## src/rtl/pipe_stage_pkg.sv

```systemverilog
// ============================================================================
// Module      : pipe_stage_pkg
// Description : Shared constants and state encoding for the elastic pipeline
//               stage register (pipe_stage).
// Revision    : 1.0 - initial release
// ============================================================================
`default_nettype none

package pipe_stage_pkg;

  // Width of the ID/EX bundle: inst 32 + inst_addr 32 + op1 32 + op2 32 +
  // rd_addr 5 + reg_wen 1.
  localparam int unsigned ID_EX_W = 134;

  // Canonical RISC-V NOP (addi x0, x0, 0), placed in the top 32 bits of a
  // bubble payload so a flushed/empty slot decodes as a harmless instruction.
  localparam logic [31:0] INST_NOP = 32'h0000_0013;

  // Occupancy states; the encoding doubles as the entry count.
  typedef enum logic [1:0] {
    PS_EMPTY = 2'd0,
    PS_ONE   = 2'd1,
    PS_FULL  = 2'd2
  } ps_state_e;

endpackage : pipe_stage_pkg

`default_nettype wire

```

## src/rtl/pipe_stage.sv

```systemverilog
// ============================================================================
// Module      : pipe_stage
// Description : Parametrised elastic pipeline register with valid/ready
//               handshake, optional 2-entry skid buffer (registered ready),
//               synchronous flush and bubble payload on empty slots.
// Revision    : 1.0 - initial release
// ============================================================================
`default_nettype none

module pipe_stage
  import pipe_stage_pkg::*;
#(
  parameter int unsigned       DATA_W     = ID_EX_W,
  parameter logic [DATA_W-1:0] BUBBLE_VAL = {INST_NOP, {(DATA_W-32){1'b0}}},
  parameter bit                SKID       = 1'b1
) (
  input  logic              clk,
  input  logic              rst,          // asynchronous, active low
  input  logic              flush_i,
  input  logic              in_valid_i,
  output logic              in_ready_o,
  input  logic [DATA_W-1:0] in_data_i,
  output logic              out_valid_o,
  input  logic              out_ready_i,
  output logic [DATA_W-1:0] out_data_o,
  output logic [1:0]        count_o
);

  logic w_push;
  logic w_pop;

  // Handshake qualifiers shared by both storage variants.
  assign w_push = in_valid_i & in_ready_o;
  assign w_pop  = out_valid_o & out_ready_i;

  generate
    if (SKID) begin : g_skid
      ps_state_e         r_state;
      logic [DATA_W-1:0] r_main;
      logic [DATA_W-1:0] r_skid;
      logic              r_valid;
      logic              r_ready;

      // Occupancy FSM: main register feeds the outputs, skid register
      // absorbs the one extra beat accepted while ready is still registered.
      always_ff @(posedge clk or negedge rst) begin
        if (!rst) begin
          r_state <= PS_EMPTY;
          r_main  <= BUBBLE_VAL;
          r_skid  <= BUBBLE_VAL;
          r_valid <= 1'b0;
          r_ready <= 1'b1;
        end else if (flush_i) begin
          r_state <= PS_EMPTY;
          r_main  <= BUBBLE_VAL;
          r_skid  <= BUBBLE_VAL;
          r_valid <= 1'b0;
          r_ready <= 1'b1;
        end else begin
          case (r_state)
            PS_EMPTY: begin
              if (w_push) begin
                r_state <= PS_ONE;
                r_main  <= in_data_i;
                r_valid <= 1'b1;
              end
            end
            PS_ONE: begin
              if (w_push && w_pop) begin
                r_main <= in_data_i;
              end else if (w_push) begin
                r_state <= PS_FULL;
                r_skid  <= in_data_i;
                r_ready <= 1'b0;
              end else if (w_pop) begin
                r_state <= PS_EMPTY;
                r_main  <= BUBBLE_VAL;
                r_valid <= 1'b0;
              end
            end
            PS_FULL: begin
              // Ready is low here, so no push can coincide with the pop.
              if (w_pop) begin
                r_state <= PS_ONE;
                r_main  <= r_skid;
                r_skid  <= BUBBLE_VAL;
                r_ready <= 1'b1;
              end
            end
            default: begin
              r_state <= PS_EMPTY;
              r_main  <= BUBBLE_VAL;
              r_skid  <= BUBBLE_VAL;
              r_valid <= 1'b0;
              r_ready <= 1'b1;
            end
          endcase
        end
      end

      // Ready is registered; flush masks it so a dropped beat is never
      // presented as accepted.
      assign in_ready_o  = r_ready & ~flush_i;
      assign out_valid_o = r_valid;
      assign out_data_o  = r_main;
      assign count_o     = r_state;
    end else begin : g_single
      logic [DATA_W-1:0] r_main;
      logic              r_valid;

      // Single-entry register: refill on push, drain to bubble on lone pop.
      always_ff @(posedge clk or negedge rst) begin
        if (!rst) begin
          r_main  <= BUBBLE_VAL;
          r_valid <= 1'b0;
        end else if (flush_i) begin
          r_main  <= BUBBLE_VAL;
          r_valid <= 1'b0;
        end else if (w_push) begin
          r_main  <= in_data_i;
          r_valid <= 1'b1;
        end else if (w_pop) begin
          r_main  <= BUBBLE_VAL;
          r_valid <= 1'b0;
        end
      end

      // Combinational ready lets a pop and a push share one cycle.
      assign in_ready_o  = ~r_valid | out_ready_i;
      assign out_valid_o = r_valid;
      assign out_data_o  = r_main;
      assign count_o     = {1'b0, r_valid};
    end
  endgenerate

endmodule : pipe_stage

`default_nettype wire

```

## config.mk

```make
export PLATFORM = sky130hd
export DESIGN_NAME = pipe_stage
export DESIGN_NICKNAME = d
export VERILOG_FILES = /design/src/rtl/pipe_stage_pkg.sv /design/src/rtl/pipe_stage.sv
export SDC_FILE = /design/constraint.sdc
export NUM_CORES = 1
export LEC_CHECK = 0
export BUFFER_PORTS_ARGS = -buffer_cell sky130_fd_sc_hd__buf_4
export CORE_ASPECT_RATIO = 1.4
export CORE_UTILIZATION = 35
export DETAILED_ROUTE_END_ITERATION = 10
export PLACE_DENSITY = 0.56
export SLEW_MARGIN = 40
export SYNTH_ARGS = -nofsm -noshare
export SYNTH_HDL_FRONTEND = slang
export SYNTH_SLANG_ARGS = --single-unit
```

## constraint.sdc

```tcl
create_clock -name clk -period 2.01 [get_ports clk]
set_input_delay 0.402 -clock clk [delete_from_list [all_inputs] [get_ports clk]]
set_output_delay 0.402 -clock clk [all_outputs]
set_load 0.01 [all_outputs]
```

==> impl_metrics.tcl <==
set metrics [dict create \
    outcome "finished clean" \
    end_kind "primary output" \
    avgRoutedWirePerCell_um 19.1 \
    routed_wl_um 38400 \
    die_w_um 169 \
    cp-start-kind "flop" \
    synthTopCellsByCount "dfrtp_1 (265), mux2i_1 (262), nand2_1 (136)" \
    yosysWarnings 0 \
    layout.cells.non_filler 2013 \
    drv_slew 0 \
    grt.overflow.total 0 \
    hold_viol 0 \
    worstPathArrival_ns 1.54 \
    firstDrtPassIters 5 \
    ios 277 \
    dpl.cell_count 1953 \
    p_int_uw 10900 \
    yosysMostFrequentCell "dfrtp_1" \
    power_density_nw_per_um2 891 \
    fill_cells 3611 \
    grt_max_degree 74 \
    grt_pass1_vias 10600 \
    place_congestion 0.777 \
    power.leakage_uw 0.00801 \
    hold_path_class "input pin to flop" \
    sequentialPowerShare_pct 41.3 \
    clkSinkCount 272 \
    grt_util_all_layers_pct 19.4 \
    die_area_um2 39700 \
    grt_pass1_wl_um 60900 \
    syn_nets 1355 \
    fin_crit_sh_pct 96.8 \
    htreeDepth 1 \
    clock_skew_ns 0.00902 \
    cts-root-buf "clkbuf_16" \
    cts_buffer_depth 3 \
    slew_headroom_pct 56.2 \
    synth_top_cell_by_area "dfrtp_1" \
    synth_area_leaders "dfrtp_1 (49%), mux2i_1 (19%), a22o_1 (8.4%), o2bb2ai_1 (8.4%), nand2_1 (3.7%)" \
    fmax_ghz 0.514 \
    synth_edf_count 0 \
    synth_cells 1216 \
    clkPwrFrac_pct 34.9 \
    antenna_found_initial 6 \
    period_minus_slack_ns 1.95 \
    setup_violations 0 \
    path_max_fanout 17 \
    ys_async_sr_fraction_pct 100 \
    synth_seq_cells 272 \
    portBuffers 276 \
    avgSynthCellArea_um2 11.2 \
    fp-row-count 85 \
    rsz0062_at_grt "no" \
    insertion_delay_ns 0.56 \
    cts_buffers 30 \
    vias 10200 \
    worst_slew_pin_slew_ns 0.656 \
    p_sw_uw 4680 \
    critPathKind "flop to primary output" \
    core_um2 38400 \
    die_y_um 235 \
    viasPerCell 5.07 \
    synth_cell_types 36 \
    cp.required_ns 1.61 \
    ys_seq_area_share_pct 50.0 \
    vdd_ir_drop_max_mv 0.530 \
    ant_nets 0 \
    fin_tns_setup_ns 0 \
    synth_area_um2 13600 \
    hpwlAfterDp_um 24500 \
    switching_share_pct 30.1 \
    drt_iter0_markers 526 \
    path_clk_slew_ns 0.06 \
    synth_flop_cell "dfrtp_1" \
    start_util_pct 35.5 \
    layout-drive-gt1-share_pct 25.9 \
    drv_cap 0 \
    p_comb_share_pct 23.8 \
    drc_errors 0 \
    finalNetCount 1603 \
    synth_top_cell_area_share_pct 48.7 \
    cts_tree "done" \
    power.total_uw 15600 \
    cts_setup_buffers 0 \
    area_delta_synth_final_pct 28.1 \
]
## cell type report
class / count / area [µm²] / share of cell area (%)
diodes: 3 / 7.51 / 0.0430
clock buffers: 47 / 926 / 5.30
clock inverters: 9 / 45.0 / 0.258
inverters: 135 / 507 / 2.90
multi-input cells: 705 / 5780 / 33.1
flip-flops and latches: 272 / 6820 / 39.1
well taps: 522 / 653 / 3.74
repair buffers: 320 / 2710 / 15.5
## layout by cell type, fill, tap and decap left out, types with 2 or more instances in the layout
| cell | synthesis | layout |
|---|---|---|
| a21oi_1 | 8 | 8 |
| a21oi_4 | 1 | 2 |
| a22o_1 | 131 | 131 |
| a22oi_1 | 3 | 3 |
| buf_12 | 0 | 21 |
| buf_4 | 12 | 291 |
| buf_6 | 6 | 5 |
| clkbuf_1 | 21 | 7 |
| clkbuf_16 | 0 | 31 |
| clkbuf_8 | 0 | 9 |
| clkinv_2 | 0 | 9 |
| dfrtp_1 | 265 | 263 |
| dfrtp_4 | 0 | 2 |
| dfstp_2 | 7 | 7 |
| diode_2 | 0 | 3 |
| inv_1 | 135 | 135 |
| mux2_1 | 2 | 2 |
| mux2i_1 | 262 | 262 |
| nand2_1 | 136 | 136 |
| nand2b_1 | 3 | 3 |
| nand3_1 | 3 | 3 |
| nor2_1 | 2 | 2 |
| nor2b_1 | 5 | 5 |
| nor3_1 | 2 | 2 |
| o2bb2ai_1 | 131 | 131 |
## state kept, by name, summed over array words and instances (netlist names)
signal and cells:
count_o 2, g_skid.r_ready 1, g_skid.r_skid 134, out_data_o 134
out_valid_o 1
## power groups by stage
stage               clock network, µW  registers [µW]  logic [µW]
finish                           5430            6420        3700
CTS                              5610            6430        3760
floorplan                           0            6560        1970
global placement                    0            6510        3710
detailed placement                  0            6510        3760
global route                     5820            6490        4040
## worst max-delay path: stages, from the launching register on
cell	delay (ns)
dfrtp_4	0.55
buf_6	0.27
buf_4	0.16
## kinds of logic after synthesis
kind of cell / Yosys count / share of synthesized area [%]
buffers and inverters: 239 / 7.75
multiplexers: 265 / 19.5
flip-flops: 272 / 50.0
AND/OR/NAND/NOR: 158 / 4.87
AO/OA/AOI/OAI: 282 / 17.9
## path summary, 6_finish.rpt
kind | cells past startpoint | slack [ns] | startpoint | to
worst max register to register | 5 | 0.12 | count_o[1]$_DFFE_PN0P_ | out_data_o[13]$_DFFE_PN0P_
worst min register to register | 2 | 0.48 | out_data_o[102]$_DFFE_PN1P_ | out_data_o[102]$_DFFE_PN1P_
worst max-delay path | 2 | 0.06 | count_o[1]$_DFFE_PN0P_ | count_o[1]
worst min-delay path | 3 | 0.10 | in_data_i[85] | g_skid.r_skid[85]$_DFFE_PN0P_
max in group asynchronous | 3 | 0.97 | rst | out_data_o[97]$_DFFE_PN0P_
min in group asynchronous | 2 | 0.36 | rst | g_skid.r_skid[0]$_DFFE_PN0P_
## per-stage QoR
step	util [%]	cell area [µm²]	hold slack [ns]	setup WS (ns)
global route	45.5	17500	0.0920	0.00596
floorplan	-	13600	0.106	0.314
global placement	42.8	16400	0.361	0.130
detailed placement	42.8	16400	0.361	0.121
finish	45.5	17500	0.102	0.0642
CTS	45.4	17400	0.0768	0.0459
## per-layer routing
layer  vias to the layer above  share of wire [%]  track usage (%)
met5                         -               0.10                0
met4                         6                3.2             7.16
met3                        63                4.7             3.31
met2                       239                 50             33.2
met1                      5082                 42             24.3
li1                       4814                  -                -
## what timing repair did
action / 4_1_cts / 5_1_grt
endpoints found under the hold margin: 38 / 0
gates resized for setup: 2 / 3
hold buffers: 1 / 0
pin swaps: 0 / 0
endpoints found under the setup margin: 2 / 8
Note: power is estimated with default switching activity, not from simulation.
